==> src/rtl/position_ctrl.sv <==
// position_ctrl: two debounced buttons move a single lit LED left or right along
// an N_POS-wide bar, with optional end wrap-around and hold-to-repeat stepping.
module position_ctrl #(
   parameter int N_POS      = 4,
   parameter int DB_BITS    = 16,
   parameter int WRAP       = 1,
   parameter int REP_EN     = 0,
   parameter int REP_DELAY  = 4194304,
   parameter int REP_PERIOD = 1048576
) (
   input  logic                     clk,
   input  logic                     rst,
   input  logic [1:0]               buttons,
   output logic [N_POS-1:0]         led,
   output logic [$clog2(N_POS)-1:0] idx,
   output logic                     step,
   output logic                     dir,
   output logic [1:0]               held
);

   localparam int IW = $clog2(N_POS);
   localparam int RW = 25;

   localparam logic [IW-1:0]      IDX_MIN    = {IW{1'b0}};
   localparam logic [IW-1:0]      IDX_MAX    = IW'(N_POS - 1);
   localparam logic [IW-1:0]      IDX_ONE    = IW'(1);
   localparam logic [N_POS-1:0]   LED_HOME   = {{(N_POS-1){1'b0}}, 1'b1};
   localparam logic [RW-1:0]      CNT_ZERO   = {RW{1'b0}};
   localparam logic [RW-1:0]      CNT_ONE    = {{(RW-1){1'b0}}, 1'b1};
   localparam logic [RW-1:0]      DELAY_CNT  = RW'(REP_DELAY);
   localparam logic [RW-1:0]      PERIOD_CNT = RW'(REP_PERIOD);
   localparam logic [DB_BITS-1:0] DB_ZERO    = {DB_BITS{1'b0}};
   localparam logic [DB_BITS-1:0] DB_ONE     = {{(DB_BITS-1){1'b0}}, 1'b1};
   localparam logic [DB_BITS-1:0] DB_FULL    = {DB_BITS{1'b1}};

   typedef enum logic [1:0] {
      ST_IDLE   = 2'd0,
      ST_DELAY  = 2'd1,
      ST_REPEAT = 2'd2
   } rep_state_t;

   logic [1:0]         meta_r;
   logic [1:0]         sync_r;
   logic [DB_BITS-1:0] db_cnt_r [2];
   logic [1:0]         held_r;
   logic [1:0]         held_prev_r;
   rep_state_t         state_r;
   logic [RW-1:0]      rep_cnt_r;
   logic [N_POS-1:0]   led_r;
   logic [IW-1:0]      idx_r;
   logic               step_r;
   logic               dir_r;

   logic [1:0]         rise_s;
   logic [1:0]         press_s;
   logic               one_held_s;
   logic               req_s;
   logic               req_left_s;
   rep_state_t         state_nx_s;
   logic [RW-1:0]      cnt_nx_s;
   logic               blocked_s;
   logic [N_POS-1:0]   led_nx_s;
   logic [IW-1:0]      idx_nx_s;

   // Two-flop synchronizer; the inversion turns the active-low pins into 1 = pressed.
   always_ff @(posedge clk or negedge rst) begin
      if (!rst) begin
         meta_r <= 2'b00;
         sync_r <= 2'b00;
      end else begin
         meta_r <= ~buttons;
         sync_r <= meta_r;
      end
   end

   // Per-button debounce: held only follows sync after it has differed for a full counter wrap.
   always_ff @(posedge clk or negedge rst) begin
      if (!rst) begin
         for (int i = 0; i < 2; i++) begin
            db_cnt_r[i] <= DB_ZERO;
         end
         held_r <= 2'b00;
      end else begin
         for (int i = 0; i < 2; i++) begin
            if (sync_r[i] == held_r[i]) begin
               db_cnt_r[i] <= DB_ZERO;
            end else if (db_cnt_r[i] == DB_FULL) begin
               held_r[i]   <= sync_r[i];
               db_cnt_r[i] <= DB_ZERO;
            end else begin
               db_cnt_r[i] <= db_cnt_r[i] + DB_ONE;
            end
         end
      end
   end

   // Step request and repeat FSM next state; a fresh press edge always restarts the delay.
   always_comb begin
      rise_s     = held_r & ~held_prev_r;
      press_s    = {rise_s[1] & ~held_r[0], rise_s[0] & ~held_r[1]};
      one_held_s = held_r[0] ^ held_r[1];
      req_s      = 1'b0;
      req_left_s = 1'b0;
      state_nx_s = state_r;
      cnt_nx_s   = rep_cnt_r;
      if (press_s != 2'b00) begin
         req_s      = 1'b1;
         req_left_s = press_s[0];
         if (REP_EN != 0) begin
            state_nx_s = ST_DELAY;
            cnt_nx_s   = CNT_ONE;
         end else begin
            state_nx_s = ST_IDLE;
            cnt_nx_s   = CNT_ZERO;
         end
      end else if (!one_held_s || (REP_EN == 0)) begin
         state_nx_s = ST_IDLE;
         cnt_nx_s   = CNT_ZERO;
      end else begin
         case (state_r)
            ST_DELAY: begin
               if (rep_cnt_r == DELAY_CNT) begin
                  req_s      = 1'b1;
                  req_left_s = held_r[0];
                  state_nx_s = ST_REPEAT;
                  cnt_nx_s   = CNT_ONE;
               end else begin
                  cnt_nx_s = rep_cnt_r + CNT_ONE;
               end
            end
            ST_REPEAT: begin
               if (rep_cnt_r == PERIOD_CNT) begin
                  req_s      = 1'b1;
                  req_left_s = held_r[0];
                  cnt_nx_s   = CNT_ONE;
               end else begin
                  cnt_nx_s = rep_cnt_r + CNT_ONE;
               end
            end
            default: begin
               state_nx_s = ST_IDLE;
               cnt_nx_s   = CNT_ZERO;
            end
         endcase
      end
   end

   // Position update; without wrap, a step into the end stop is swallowed.
   always_comb begin
      blocked_s = 1'b0;
      led_nx_s  = led_r;
      idx_nx_s  = idx_r;
      if (WRAP == 0) begin
         if (req_left_s) begin
            blocked_s = (idx_r == IDX_MAX);
         end else begin
            blocked_s = (idx_r == IDX_MIN);
         end
      end else begin
         blocked_s = 1'b0;
      end
      if (req_s && !blocked_s) begin
         if (req_left_s) begin
            led_nx_s = {led_r[N_POS-2:0], led_r[N_POS-1]};
            idx_nx_s = (idx_r == IDX_MAX) ? IDX_MIN : (idx_r + IDX_ONE);
         end else begin
            led_nx_s = {led_r[0], led_r[N_POS-1:1]};
            idx_nx_s = (idx_r == IDX_MIN) ? IDX_MAX : (idx_r - IDX_ONE);
         end
      end else begin
         led_nx_s = led_r;
         idx_nx_s = idx_r;
      end
   end

   // Registered FSM, position and status outputs.
   always_ff @(posedge clk or negedge rst) begin
      if (!rst) begin
         state_r     <= ST_IDLE;
         rep_cnt_r   <= CNT_ZERO;
         held_prev_r <= 2'b00;
         led_r       <= LED_HOME;
         idx_r       <= IDX_MIN;
         step_r      <= 1'b0;
         dir_r       <= 1'b0;
      end else begin
         state_r     <= state_nx_s;
         rep_cnt_r   <= cnt_nx_s;
         held_prev_r <= held_r;
         led_r       <= led_nx_s;
         idx_r       <= idx_nx_s;
         step_r      <= req_s & ~blocked_s;
         if (req_s) begin
            dir_r <= req_left_s;
         end else begin
            dir_r <= dir_r;
         end
      end
   end

   assign led  = led_r;
   assign idx  = idx_r;
   assign step = step_r;
   assign dir  = dir_r;
   assign held = held_r;

endmodule

==> config.mk <==
export PLATFORM = sky130hd
export DESIGN_NAME = position_ctrl
export DESIGN_NICKNAME = d
export VERILOG_FILES = /design/src/rtl/position_ctrl.sv
export SDC_FILE = /design/constraint.sdc
export NUM_CORES = 1
export LEC_CHECK = 0
export BUFFER_PORTS_ARGS = -buffer_cell sky130_fd_sc_hd__clkbuf_2
export CAP_MARGIN = 20
export CORE_ASPECT_RATIO = 2
export CORE_UTILIZATION = 59
export CTS_CLUSTER_SIZE = 8
export DETAILED_ROUTE_END_ITERATION = 16
export PLACE_DENSITY = 0.78
export SYNTH_ARGS = -nofsm -noshare
export SYNTH_HDL_FRONTEND = slang
export SYNTH_SLANG_ARGS = --single-unit
==> constraint.sdc <==
create_clock -name clk -period 1.74 [get_ports clk]
set_input_delay 0.348 -clock clk [delete_from_list [all_inputs] [get_ports clk]]
set_output_delay 0.348 -clock clk [all_outputs]
set_load 0.02 [all_outputs]
# Yosys cells after proc, flatten, opt, wreduce, memory -nomap -nowiden
# Cells that the tools add are included.
# W data, S select, Z words.
[word_totals] ff_bits=48 input_bits=4 output_inout_bits=10 elab_cells=43
[classes] n_addsub=4 eq_ne=5 n_mux=10 n_bitwise=9 reduce_logical=4
[op_table] cell="$mux W16" count=4
[op_table] cell="$add A16 B1 Y16 const B" count=2
[op_table] cell="$eq A16 B16 Y1 const B" count=2
[op_table] cell="$mux W2" count=3
[op_table] cell="$mux W4" count=1
[op_table] cell="$not A1 Y1" count=4
[op_table] cell="$not A2 Y2" count=2
[op_table] cell="$reduce_and A2 Y1" count=2
[op_table] cell="$add A2 B1 Y2 const B" count=1
[op_table] cell="$and A1 B1 Y1" count=2
[op_table] cell="$and A2 B2 Y2" count=1
[op_table] cell="$eq A1 B1 Y1" count=2
[op_table] cell="$eq A2 B2 Y1 const B" count=1
[op_table] cell="$logic_not A2 Y1" count=1
[op_table] cell="$mux W1" count=2
[op_table] cell="$reduce_bool A2 Y1" count=1
[op_table] cell="$sub A2 B1 Y2 const B" count=1

# Longest topological paths before layout
[logic_depth] word_depth=6 depth_mapped=6 mapped_depth_nobuf=5

# Least setup slack after synthesis
# OpenSTA, ideal clock, no wires.
[synth_path] kind="flip-flop to flip-flop" startpoint="register held_r[0], in the netlist held[0]" endpoint="register idx_r[1], in the netlist idx[1]" setup_time_ns=0.127 t_arrival_ns=1.425 t_required_ns=1.613 path_slack_ns=0.188 path_stages_with_launch=5 path_buffers=1 synth_period_minus_slack_ns=1.552 cell_sequence="dfrtp_1 > or3b_2 > buf_6 > a211oi_1 > a21oi_1"
[synth_via] elab_chain_len=5 word_cells_on_any_way=8 classes_between="mux: 3; bitwise: 4; reduce/logical: 1"
[synth_lines] element="from (decl)" line="45" text="logic [1:0] held_r;"
[synth_lines] element="from (signal, indexed assignment)" line="88" text="held_r[i] <= sync_r[i];"
[synth_lines] element="$and A2 B2 Y2 / $not A1 Y1 (equally long branches)" line="99, 100"
[synth_lines] element="$and A1 B1 Y1" line="100" text="press_s = {rise_s[1] & ~held_r[0], rise_s[0] & ~held_r[1]};"
[synth_lines] element="$reduce_bool A2 Y1" line="106" text="if (press_s != 2'b00) begin"
[synth_lines] element="$mux W1" line="106"
[synth_lines] element="$mux W2" line="163" text="if (req_left_s) begin"
[synth_lines] element="to (signal assigned)" line="191" text="idx_r <= idx_nx_s;"
[synth_lines] element="to (decl)" line="50" text="logic [IW-1:0] idx_r;"
# Several ways; a longest one is shown, not always the timed one.
# A chain may end at the register's enable or synchronous reset.

# Final worst setup path
[layout_path] startpoint="register db_cnt_r[0] (netlist name)" endpoint="register db_cnt_r[10] (netlist name)"
[layout_via] elab_chain_len=3 word_cells_on_any_way=4 classes_between="add/sub: 1; eq/ne: 1; mux: 2"
[layout_lines] element="from (decl)" line="44" text="logic [DB_BITS-1:0] db_cnt_r [2];"
[layout_lines] element="from (signal, indexed assignment)" line="91" text="db_cnt_r[i] <= db_cnt_r[i] + DB_ONE;"
[layout_lines] element="$add A16 B1 Y16 / $eq A16 B16 Y1 (equally long branches)" line="91, 87"
[layout_lines] element="$mux W16 (*)" line="87" text="end else if (db_cnt_r[i] == DB_FULL) begin"
[layout_lines] element="$mux W16 (*)" line="85" text="if (sync_r[i] == held_r[i]) begin"
# Every way passes the cells marked *; elsewhere a longest branch is shown, timed or not.

==> run summary <==
Synthesis produced a netlist whose cell count is 217. The top flip-flop cell by instance count after synthesis was dfrtp_1. In this run the number of H-tree levels came out at 2. After detailed routing, the average wire length per cell comes to 13.5 um. The complex-gate fraction of the synthesized area is 0.0495. The worst setup path is captured at a flop.

The power density relative to cell area works out to 758 nW/um^2. For this design, the CTS-stage hold fixing added 0 buffers. Port buffering added 13 buffers.

The cell sitting at the root of the clock tree is a clkbuf_8. After synthesis, the largest family of logic cells by area is simple AND/OR/NAND/NOR gates. Setup violations remaining at the end of the flow were counted as 0. Timing would allow up to 603 MHz. Counting the buffers created by CTS gives 5. The clock passes through at most 2 buffers.

After clock tree synthesis, the clock-pin slew on the worst setup and hold paths is 0.09 ns. The delay of the slowest critical-path stage came out at 0.41 ns. Dominant cell type by area after synthesis: dfrtp_1. Row generation in the floorplan step produced 31 rows. The adder-cell area share of the yosys netlist is 0.0222.

For the pin with the worst max-slew slack, the measured transition is 0.551 ns. The number of nets in the synthesized netlist is 225. The post-detailed-route count of antenna-violating nets came out at 0.

The data required time of the worst path is 1.92 ns. Synthesis instantiated 37 different standard cells from the library. Xor/xnor cell area share of the yosys netlist: 0.105.

The number of max-capacitance violations reported is 0, and the wire length after detailed routing is 3.93 mm. The class of the tightest hold or removal check is in2async. In this run, synthesis inferred 0 flip-flops with an integrated enable. The post-route clock period utilization came out at 0.953. For the detailed-placement wirelength estimate, the log shows 2.83 mm.

met2 is the most crowded layer. TritonCTS built the clock tree. Register area share after synthesis: 0.534. In the post-synthesis netlist, the biggest area contributors are dfrtp_1 (52%), xnor2_1 (7.0%), nor2_1 (6.2%). Number of remaining DRC errors: 0.

The number of iterations in the first detailed-routing pass is 4, and the fraction of the mapped netlist area in simple logic gates is 0.246. The top cell types in the final layout, fill and taps aside, are dfrtp_1 (47), nor2_1 (37), xnor2_1 (18), nand2_1 (17), clkbuf_2 (13). At the worst endpoint, the arrival time is 1.84 ns. The largest clock skew in the final design was 0.0118 ns; the synthesized area was 2250 sq um.

For this block, the initial DRC count from the detailed router was 30. The die covers 4080 sq um. For this design, the sink count on the clock tree is 48.

The routing usage on met1 is 0.229, and the share of async-settable or async-resettable flops after synthesis is 1.00. The run gives 1572 as the via count of the first global-routing pass. The number of antenna diodes in the final layout is 0. Traced cell by cell, the critical path runs through ha_2 -> nand4_1 -> buf_4 -> nor3_1 -> xnor2_1 -> nor2_1. The fraction of synthesized area in multiplexers is 0.0100, and the placeable core area is 3650 sq um. The library cell used most frequently in the layout, excluding fill and tap cells, is dfrtp_1.

Across the VDD grid, the largest voltage drop is 0.743 mV. The logs give 0.0823 ns for the setup slack of the critical path after layout and 0.694 for the final standard cell utilization of the core. The number of antenna violations at the first check in global routing was 0; the total via count in the routed design was 1580. The die is 45.7 um wide. In this run the static leakage power is 1.14 nW. The run gives 0.617 as the initial cell density of the core.

The number of nets in the layout came out at 249. Routability-driven placement finished with a final weighted congestion of 0.822. Number of vias per cell: 5.43. The share of the synthesized area in the top cell type came out at 0.523.

For the worst relative slew slack, the log shows 0.632. The worst setup path is launched from a flop. Before CTS, the worst setup slack after placement is -0.00179 ns. The met2 capacity usage during global routing came out at 0.406. The number of register bits inferred by synthesis came out at 48. The fraction of layout cells with a size suffix above 1 is 0.178. Among all stages on the critical path, the largest delay is contributed by dfrtp_1.

The max-slew violation count came out at 0. The tools report the wire length of the first global-routing pass as 6.57 mm. The fraction of met3 tracks used by global routing is 0.0404.

The final-report hold violation count was 0; the post-layout minimum cycle time was 1.66 ns. Dividing the synthesized area by the synthesized cell count gives 10.4 sq um. The maximum fanout encountered on the critical timing path was 4. Number of warnings printed during yosys synthesis: 0.

The die boundary height was 89.3 um. The flow ran to the end, and the final reports show no timing, DRC or antenna violations. The aggregate global-route resource usage is 0.223, and the layout overhead on the synthesized area is 12.5%. The worst setup path category was reg2reg.

Clock latency on the worst-skew pair: 0.30 ns. The tools report the pin count of the biggest net entering global routing as 30. Overflow left after global routing: 0. 14 I/O pins were placed.
## cell usage after synthesis, types with 2 or more instances
library cell / instances
xor2_1: 9
nand4_4: 2
dfrtp_1: 47
nand4_1: 5
nor2_1: 37
nand2_1: 17
and4_1: 3
xnor2_1: 18
o21ai_0: 2
inv_1: 12
a31o_2: 3
nor4_1: 4
nor3_1: 9
mux2_2: 2
nand3_1: 12
a31oi_1: 4
ha_1: 4
a21oi_1: 5
or2_0: 2
nor3b_1: 3
## per-layer routing
metal	vias up	share of wire
li1	789	-
met1	754	0.39
met2	27	0.56
met3	10	0.022
met4	0	0.028
met5	-	0
## critical path: cells and delay by family (launching register included)
kind,cells,cell delay (ns)
and+or+nand+nor,3,0.53
DFF,1,0.41
xor gates and xnor gates,1,0.18
adders and majority gates,1,0.23
buffers and inverters,1,0.20
## flip-flops by register name, summed over array words and instances, names as in the netlist
name and cells:
db_cnt_r 32, dir 1, held 2, held_prev_r 2, idx 2, led 4
meta_r 2, step 1, sync_r 2
## repair_timing
item                       CTS  global route
gates resized for setup      1             1
setup endpoints to repair    7            16
pin swaps                    0             2
hold endpoints to repair     0             0
setup buffers                0             2
## cell families (layout without fill, tap and decap cells)
family / count (synthesis) / in the layout
AND/OR/NAND/NOR: 103 / 103
flip-flops: 48 / 48
XOR/XNOR: 27 / 27
AO/OA/AOI/OAI: 17 / 17
buffers and inverters: 16 / 41
adder cells (fa/ha/maj): 4 / 4
multiplexers: 2 / 2
## where the power goes
part / total, mW / switching (mW) / internal (mW) / leakage, nW
clock network: 0.687 / 0.366 / 0.322 / 0.0434
logic: 0.0794 / 0.0501 / 0.0293 / 0.446
registers: 1.15 / 0.0191 / 1.13 / 0.653
## cell type report
| class | instances | area [sq um] |
|---|---|---|
| timing repair buffer | 21 | 138 |
| tap | 49 | 61.3 |
| inverter | 12 | 45.0 |
| fill | 311 | 1120 |
| clock buffer | 6 | 82.6 |
| clock inverter | 2 | 15.0 |
| multi-input combinational | 153 | 986 |
| sequential | 48 | 1200 |
## stage by stage
| step | cell area, sq um | hold slack (ns) | std cells | total power, mW | TNS, ns |
|---|---|---|---|---|---|
| floorplan | 2250 | 0.0524 | 217 | 1.20 | 0 |
| detailed placement | 2410 | 0.338 | 281 | 1.25 | -0.00179 |
| finish | 2530 | 0.0137 | 291 | 1.92 | 0 |
| global route | 2530 | 0.0482 | 291 | 2.00 | -0.00962 |
| CTS | 2510 | 0.0225 | 289 | 1.94 | 0 |
| global placement | 2410 | 0.334 | 281 | 1.25 | 0 |
## final timing paths
| path | end | startpoint | depth (start not counted) | slack (ns) |
|---|---|---|---|---|
| max | db_cnt_r[10] | db_cnt_r[0] | 6 | 0.08 |
| min | db_cnt_r[15] | rst | 1 | 0.01 |
| max reg2reg | db_cnt_r[10] | db_cnt_r[0] | 6 | 0.08 |
| min reg2reg | sync_r[1] | meta_r[1] | 0 | 0.36 |
| max in group asynchronous | db_cnt_r[9] | rst | 2 | 1.19 |
| min in group clk | meta_r[1] | buttons[1] | 2 | 0.17 |
No activity file was read; power rests on OpenSTA's default activity.
